`src/rtl/branch_predict_unit.sv`:
```
`default_nettype none
// ============================================================================
// Module      : branch_predict_unit
// Description : Bimodal branch predictor built on a table of 2-bit saturating
//               counters, plus execute-stage branch resolution, mispredict
//               redirect generation and saturating statistics counters.
//
// Ports
//   clk, rst_n          rising-edge clock, asynchronous active-low reset
//   fetch_valid/_pc     lookup request; answered one cycle later on
//                       pred_valid / pred_taken
//   ex_valid, ex_branch execute-stage conditional branch qualifier
//   ex_branch_type      000 beq, 001 bne, 100 blt, 101 bge, 110 bltu, 111 bgeu
//                       (010/011 are ignored)
//   ex_zero/_lt/_ltu    ALU compare flags
//   ex_pred_taken       prediction that travelled with the branch
//   ex_pc, ex_target    branch PC and taken target
//   pcMux               registered resolved-taken flag
//   mispredict          one-cycle redirect pulse
//   redirect_pc         correct next PC, held between resolves
//   branch_cnt          number of resolved legal branches (saturating)
//   mispred_cnt         number of mispredictions (saturating)
//
// Revision    : 1.0 - initial release
// ============================================================================
module branch_predict_unit #(
    parameter int XLEN        = 32,
    parameter int BHT_ENTRIES = 16,
    parameter int CNT_W       = 16
) (
    input  logic             clk,
    input  logic             rst_n,
    input  logic             fetch_valid,
    input  logic [XLEN-1:0]  fetch_pc,
    input  logic             ex_valid,
    input  logic             ex_branch,
    input  logic [2:0]       ex_branch_type,
    input  logic             ex_zero,
    input  logic             ex_lt,
    input  logic             ex_ltu,
    input  logic             ex_pred_taken,
    input  logic [XLEN-1:0]  ex_pc,
    input  logic [XLEN-1:0]  ex_target,
    output logic             pred_valid,
    output logic             pred_taken,
    output logic             pcMux,
    output logic             mispredict,
    output logic [XLEN-1:0]  redirect_pc,
    output logic [CNT_W-1:0] branch_cnt,
    output logic [CNT_W-1:0] mispred_cnt
);

    localparam int         IDX_W      = $clog2(BHT_ENTRIES);
    localparam logic [1:0] C_CNT_INIT = 2'b01;   // weakly not-taken
    localparam logic [1:0] C_CNT_MAX  = 2'b11;
    localparam logic [1:0] C_CNT_MIN  = 2'b00;

    // ------------------------------------------------------------------------
    // State
    // ------------------------------------------------------------------------
    logic [1:0]       bht_q [BHT_ENTRIES];
    logic [1:0]       bht_d [BHT_ENTRIES];
    logic             pred_valid_q, pred_valid_d;
    logic             pred_taken_q, pred_taken_d;
    logic             pcmux_q, pcmux_d;
    logic             mispredict_q, mispredict_d;
    logic [XLEN-1:0]  redirect_pc_q, redirect_pc_d;
    logic [CNT_W-1:0] branch_cnt_q, branch_cnt_d;
    logic [CNT_W-1:0] mispred_cnt_q, mispred_cnt_d;

    // ------------------------------------------------------------------------
    // Resolution
    // ------------------------------------------------------------------------
    logic [IDX_W-1:0] w_fetch_idx;
    logic [IDX_W-1:0] w_ex_idx;
    logic             w_type_legal;
    logic             w_resolve;
    logic             w_taken;
    logic             w_mispredict;
    logic             w_unused_bits;

    assign w_fetch_idx  = fetch_pc[IDX_W+1:2];
    assign w_ex_idx     = ex_pc[IDX_W+1:2];
    // Types 010 and 011 are reserved encodings and never resolve.
    assign w_type_legal = (ex_branch_type[2:1] != 2'b01);
    assign w_resolve    = ex_valid & ex_branch & w_type_legal;
    assign w_mispredict = w_resolve & (w_taken != ex_pred_taken);

    // Only the index field of fetch_pc participates in the lookup.
    assign w_unused_bits = ^{fetch_pc[XLEN-1:IDX_W+2], fetch_pc[1:0]};

    always_comb begin
        w_taken = 1'b0;
        case (ex_branch_type)
            3'b000:  w_taken =  ex_zero;
            3'b001:  w_taken = ~ex_zero;
            3'b100:  w_taken =  ex_lt;
            3'b101:  w_taken = ~ex_lt;
            3'b110:  w_taken =  ex_ltu;
            3'b111:  w_taken = ~ex_ltu;
            default: w_taken = 1'b0;
        endcase
    end

    // ------------------------------------------------------------------------
    // Next-state logic
    // ------------------------------------------------------------------------
    always_comb begin
        // Lookup reads the registered table, so a same-cycle update to the
        // same entry is seen by the following lookup, not this one.
        pred_valid_d = fetch_valid;
        pred_taken_d = fetch_valid & bht_q[w_fetch_idx][1];

        pcmux_d       = w_resolve & w_taken;
        mispredict_d  = w_mispredict;
        redirect_pc_d = redirect_pc_q;
        if (w_resolve) begin
            redirect_pc_d = w_taken ? ex_target : (ex_pc + XLEN'(4));
        end

        branch_cnt_d  = branch_cnt_q;
        mispred_cnt_d = mispred_cnt_q;
        if (w_resolve && (branch_cnt_q != {CNT_W{1'b1}})) begin
            branch_cnt_d = branch_cnt_q + CNT_W'(1);
        end
        if (w_mispredict && (mispred_cnt_q != {CNT_W{1'b1}})) begin
            mispred_cnt_d = mispred_cnt_q + CNT_W'(1);
        end

        for (int i = 0; i < BHT_ENTRIES; i++) begin
            bht_d[i] = bht_q[i];
        end
        if (w_resolve) begin
            if (w_taken) begin
                if (bht_q[w_ex_idx] != C_CNT_MAX) begin
                    bht_d[w_ex_idx] = bht_q[w_ex_idx] + 2'd1;
                end
            end else begin
                if (bht_q[w_ex_idx] != C_CNT_MIN) begin
                    bht_d[w_ex_idx] = bht_q[w_ex_idx] - 2'd1;
                end
            end
        end
    end

    // ------------------------------------------------------------------------
    // Registers
    // ------------------------------------------------------------------------
    always_ff @(posedge clk or negedge rst_n) begin
        if (!rst_n) begin
            for (int i = 0; i < BHT_ENTRIES; i++) begin
                bht_q[i] <= C_CNT_INIT;
            end
            pred_valid_q  <= 1'b0;
            pred_taken_q  <= 1'b0;
            pcmux_q       <= 1'b0;
            mispredict_q  <= 1'b0;
            redirect_pc_q <= '0;
            branch_cnt_q  <= '0;
            mispred_cnt_q <= '0;
        end else begin
            for (int i = 0; i < BHT_ENTRIES; i++) begin
                bht_q[i] <= bht_d[i];
            end
            pred_valid_q  <= pred_valid_d;
            pred_taken_q  <= pred_taken_d;
            pcmux_q       <= pcmux_d;
            mispredict_q  <= mispredict_d;
            redirect_pc_q <= redirect_pc_d;
            branch_cnt_q  <= branch_cnt_d;
            mispred_cnt_q <= mispred_cnt_d;
        end
    end

    assign pred_valid  = pred_valid_q;
    assign pred_taken  = pred_taken_q;
    assign pcMux       = pcmux_q;
    assign mispredict  = mispredict_q;
    assign redirect_pc = redirect_pc_q;
    assign branch_cnt  = branch_cnt_q;
    assign mispred_cnt = mispred_cnt_q;

endmodule
`default_nettype wire

```
`config.mk`:
```
export PLATFORM = sky130hd
export DESIGN_NAME = branch_predict_unit
export DESIGN_NICKNAME = d
export VERILOG_FILES = /design/src/rtl/branch_predict_unit.sv
export SDC_FILE = /design/constraint.sdc
export NUM_CORES = 1
export LEC_CHECK = 0
export ABC_CLOCK_PERIOD_IN_PS = 3700
export BUFFER_PORTS_ARGS = -buffer_cell sky130_fd_sc_hd__buf_4
export CORE_MARGIN = 2
export CORE_UTILIZATION = 41
export CTS_BUF_LIST = sky130_fd_sc_hd__clkbuf_8
export DETAILED_ROUTE_END_ITERATION = 10
export PLACE_DENSITY = 0.67
export SKIP_CTS_REPAIR_TIMING = 1
export SLEW_MARGIN = 20
export SYNTH_ARGS = -nofsm -noshare
export SYNTH_HDL_FRONTEND = slang
export SYNTH_SLANG_ARGS = --single-unit
```
`constraint.sdc`:
```
create_clock -name clk -period 3.7 [get_ports clk]
set_input_delay 0.74 -clock clk [delete_from_list [all_inputs] [get_ports clk]]
set_output_delay 0.74 -clock clk [all_outputs]
set_load 0.01 [all_outputs]
```
==> out/summary.txt, run 1 <==
Max rail drop VDD: 0.213 mV
CTS tree: done
Worst-Margin Slew: 0.721 ns
Simple-gate share of the synthesized area: 19.2%
Top-count cell post-synth: dfrtp_1
Post-synth EDFFs: 0
Ant. Diodes: 0
DR iter-0 viols: 227
Worst EP arrival: 3.42 ns
Hold Violations, Final: 0
# rows: 43
Main combinational cell family by area after synthesis: simple AND/OR/NAND/NOR gates
Post-synthesis cell area: 5890 um2
Cts bufs inserted: 9
Clk Latency, worst-skew pair: 0.40 ns
Post-synthesis mux area share: 17.1%
#FFs+latches synth: 100
WL met2: 7.35 mm
Routed length on met1: 6.41 mm
Syn-to-layout area delta: 26.2%
CP max FO: 17
CTS root buf: clkbuf_8
Core Area: 13,900 um2
Post-route ant nets: 0
IO Pins: 176
Starting Density: 42.3%
Yosys cell types: 50
Fmax achieved: 0.317 GHz
Leakage: 0.00338 uW
GRT Total Usage: 19.8%
Synth Instances: 554
Max_slew headroom: 51.9%
Mapped Nets: 670
Maxcap violations: 0
Crit-path max cell delay: 0.53 ns
Final GP Congestion: 0.826
Final #Nets: 803
Worst hold slack: 0.396 ns
Synth area leaders: dfrtp_1 36%, dfstp_2 7.1%, mux4_2 5.4%
Vias per cell: 5.51
H-tree levels: 3
Die ar.: 15,300 um2
Post-synth top area share: 35.7%
Layout cells sized above 1: 33.5%
Global-route wire length before repair: 23.4 mm
CTS sink count: 100
Initial antenna violation count: 0
Syn_area_per_cell: 10.6 um2
Post-route DRC: 0
Final min period: 3.15 ns
Area leader, netlist: dfrtp_1
Met3 wire length: 942 um
First drt pass iteration count: 5
Synth Area in Compound Gates: 6.75%
Post-synth top cells: 84 x dfrtp_1, 44 x nand2_1, 34 x xnor2_1
RSZ-0062 raised after global routing: no
Total wire length: 15.0 mm
CP endpoint kind: flop
Vias: 4,807
Critical-path top delay cell: mux4_2
Synth Area in Adders: 1.70%
Final setup viols: 0
Worst path cell trace: buf_4, mux4_2, mux2_2, o21ai_2, buf_4, ha_1, nand2b_1, nor3_1, mux2_4, mux2_1
Fillers: 1,265
Final worst clock skew: 0.0137 ns
Critical path type: in -> reg
Die height: 124 um
Most frequent CP cell: buf_4
Port bufs: 147
Worst hold path class: in -> async
Top_reg_cell synth: dfrtp_1
Grt ovf: 0
Final period utilization: 85.2%
Highest routed layer: met4
WL per Instance: 17.2 um
Seq/Total Area, Yosys: 42.8%
Die width: 124 um
Synth warn: 0
Final max-slew violation count: 0
Critical Path Start Type: primary input
Status: finished clean
Pwr dens: 467 nW/um2
Clk slew on worst S/H paths: 0.09 ns
Final setup TNS: 0 ns
Xor/xnor cell area share of the yosys netlist: 9.17%
Worst Path Required: 3.97 ns
FFs w/ async S/R, synth: 100%
HPWL after detailed placement: 11.1 mm
Largest net degree at the start of global routing: 57
Max clock buf depth: 2
Vias in the first global route: 4,646
## worst max-delay path, delay by kind of cell
family / cells / cell delay (ns)
multiplexers: 4 / 1.44
buffers and inverters: 2 / 0.44
adder cells (fa/ha/maj): 1 / 0.41
AND/OR/NAND/NOR: 2 / 0.26
AO/OA/AOI/OAI: 1 / 0.12
## logic make-up (layout without fill, tap and decap cells)
| kind of cell | after synthesis | count (layout) |
|---|---|---|
| simple gates | 202 | 202 |
| flops | 100 | 100 |
| mux | 75 | 75 |
| compound gates | 66 | 66 |
| xor+xnor | 60 | 60 |
| buf+inv | 43 | 181 |
| fa+ha+maj | 8 | 8 |
## per-stage QoR
step                      util [%]  area, um2  power (uW)  std cells  setup WS, ns
after floorplan                  -       5890        2090        554         0.353
after global routing          53.4       7440        3670        872         0.426
final                         53.4       7440        3470        872         0.548
after CTS                     53.2       7420        3500        872         0.448
after global placement        51.3       7140        2510        856         0.143
after detailed placement      51.3       7140        2550        856        0.0493
## cells in the final DEF (no fill, tap or decap), types with 10 or more instances in the layout
master and n:
dfstp_2 16, nor2_1 26, clkbuf_8 11, mux2i_1 18
mux4_2 14, mux2_2 11, nand4_1 28, and3_1 16
nand2_1 44, o21ai_0 24, nand3_1 21, xnor2_1 33
mux2_1 24, o22ai_1 10, a21oi_1 13, nor3_1 19
dfrtp_1 84, buf_4 157, nand4b_1 16, xor2_1 25
## layer usage
metal,GRT usage (%),vias to the layer above
li1,-,2282
met1,25.1,2358
met2,33.3,146
met3,3.89,21
met4,7.81,0
met5,0,-
## where the power goes
part | leakage, uW | switching [uW] | internal [uW]
Clock | 0.000141 | 386 | 552
Combinational | 0.00199 | 476 | 531
Sequential | 0.00124 | 177 | 1350
## cell type report
| class | count | area, um2 | area share, % |
|---|---|---|---|
| Multi-Input combinational cell | 411 | 3200 | 43.1 |
| Sequential cell | 100 | 2520 | 33.9 |
| Timing Repair Buffer | 157 | 1180 | 15.9 |
| Tap cell | 180 | 225 | 3.03 |
| Clock buffer | 11 | 151 | 2.04 |
| Clock inverter | 5 | 124 | 1.67 |
| Inverter | 8 | 30.0 | 0.404 |
## path summary, 6_finish.rpt
check | startpoint | to | slack, ns | depth (start not counted)
worst min register to register | redirect_pc[10]$_DFFE_PN0P_ | redirect_pc[10]$_DFFE_PN0P_ | 0.49 | 2
worst max register to register | bht_q[7]$_DFFE_PN0P_ | bht_q[25]$_DFFE_PN0P_ | 0.79 | 6
worst min-delay path | rst_n | mispred_cnt[4]$_DFFE_PN0P_ | 0.40 | 1
worst max-delay path | ex_pc[2] | bht_q[29]$_DFFE_PN0P_ | 0.55 | 10
max in group asynchronous | rst_n | async pin | 2.49 | 2
min in group clk | fetch_valid | pred_valid$_DFF_PN0_ | 0.46 | 1
(Power assumes the default switching activity.)
==> run 2, diff against run 1 <==
--- a/config.mk
+++ b/config.mk
@@ -6,7 +6,7 @@
 export NUM_CORES = 1
 export LEC_CHECK = 0
 export ABC_CLOCK_PERIOD_IN_PS = 3700
-export BUFFER_PORTS_ARGS = -buffer_cell sky130_fd_sc_hd__buf_4
+export BUFFER_PORTS_ARGS = -buffer_cell sky130_fd_sc_hd__buf_2
 export CORE_MARGIN = 2
 export CORE_UTILIZATION = 41
 export CTS_BUF_LIST = sky130_fd_sc_hd__clkbuf_8
==> run 2 against run 1 <==
Against the previous run: final area down 6.3%; sequential share of layout area rose by 2.3 points; final cell count is 0.46% higher; routed wire length fell by 1.0%; first-iteration DRC count rose by 54%; utilization fell by 3.4 points; global-route usage is 0.15 points lower; largest power group unchanged; clock power fell by 38%.
==> out/summary.txt, run 2 (same netlist as run 1, synthesis figures left out) <==
Status: finished clean
Port bufs: 147
Worst EP arrival: 3.47 ns
Final GP Congestion: 0.831
CTS sink count: 100
RR Startpoint: bht_q[1]$_DFFE_PN0P_
Initial antenna violation count: 0
Fmax achieved: 0.311 GHz
Vias in the first global route: 4,742
Critical path type: in -> reg
Vias per cell: 5.55
Final setup viols: 0
Most frequent cells in the layout: 146 x buf_2, 84 x dfrtp_1, 44 x nand2_1
Final min period: 3.22 ns
Syn-to-layout area delta: 18.2%
CTS tree: done
Hold Violations, Final: 0
Commonest non-fill, non-tap cell in the layout: buf_2
Final max-slew violation count: 0
Worst Path Required: 3.96 ns
Leakage: 0.00326 uW
Total wire length: 14.9 mm
Die height: 124 um
GRT Total Usage: 19.7%
Die width: 124 um
Grt ovf: 0
Core Area: 13,900 um2
R2R setup slack: 0.82 ns
Fin cells: 876
HPWL after detailed placement: 11.1 mm
Max_slew headroom: 34.6%
Clk slew on worst S/H paths: 0.10 ns
Largest net degree at the start of global routing: 53
Max rail drop VDD: 0.245 mV
Worst Reg2Reg Path Length in Cells: 6
Cts bufs inserted: 9
Final worst clock skew: 0.0104 ns
Ant. Diodes: 0
Final #Nets: 807
CP endpoint kind: flop
Clk Latency, worst-skew pair: 0.37 ns
# rows: 43
CP max FO: 10
Met2 GRT Util: 33.7%
Worst hold path class: in -> async
WL per Instance: 17.0 um
Maxcap violations: 0
Die ar.: 15,300 um2
Post-route DRC: 0
Post-route ant nets: 0
RSZ-0062 raised after global routing: no
Pwr dens: 436 nW/um2
Dpl cells: 860
Max clock buf depth: 2
First drt pass iteration count: 4
M1 GR Usage: 24.7%
IO Pins: 176
GRT Max-Usage Layer: met2
Starting Density: 42.3%
H-tree levels: 3
CTS root buf: clkbuf_8
M3 GR Usage: 4.99%
Reg2reg end: bht_q[25]$_DFFE_PN0P_
Worst hold slack: 0.389 ns
Critical Path Start Type: primary input
Layout cells sized above 1: 33.0%
Worst-Margin Slew: 0.975 ns
Global-route wire length before repair: 23.5 mm
Final period utilization: 86.9%
Vias: 4,861
DR iter-0 viols: 350
==> run 2: cell count changes in the layout (fill, tap and decap cells not counted), sizes merged <==
cell	delta
inv	+6
buf	+4
bufinv	-4
clkbuf	-2
==> run 2: worst max-delay path: stages <==
cell	delay, ns
buf_2	0.29
mux4_2	0.56
mux4_2	0.52
ha_1	0.21
or4_1	0.51
mux2i_1	0.27
mux2_2	0.37
==> run 2: per-stage QoR <==
stage	total power, uW	setup TNS (ns)	utilization, %	setup slack [ns]	instance area (um2)
global route	3230	0	50.0	0.396	6970
finish	3040	0	50.0	0.485	6970
detailed placement	2470	-0.288	48.9	-0.0546	6810
floorplan	2090	0	-	0.353	5890
CTS	3060	0	49.9	0.341	6960
global placement	2420	0	48.9	0.0303	6810
==> run 2: final cells by class <==
cell class                      count  area [um2]
Clock buffer                        9         124
Sequential cell                   100        2520
Timing Repair Buffer              161         843
Fill cell                        1309        6970
Inverter                            8        30.0
Clock inverter                      7        26.3
Multi-Input combinational cell    411        3200
Tap cell                          180         225
==> run 2: power breakdown <==
part	switching, uW	internal (uW)
logic	483	451
clock network	355	229
registers	169	1350
total	1010	2030
==> run 2: worst max path at each step <==
stage	start	to	slack (ns)	cells after the start
2_1_floorplan	ex_pc[2]	bht_q[25]$_DFFE_PN0P_	0.35	11
3_3_place_gp	ex_pc[2]	bht_q[5]$_DFFE_PN0P_	0.03	6
3_5_place_dp	ex_pc[2]	bht_q[13]$_DFFE_PN0P_	-0.05	6
4_1_cts	ex_pc[2]	bht_q[13]$_DFFE_PN0P_	0.34	6
5_1_grt	ex_pc[2]	bht_q[25]$_DFFE_PN0P_	0.40	7
6_report	ex_pc[2]	bht_q[25]$_DFFE_PN0P_	0.48	7
==> run 2: routing by layer <==
metal	vias up	wire (um)
li1	2287	-
met1	2403	6160
met2	158	7480
met3	13	1040
met4	0	200
met5	-	0
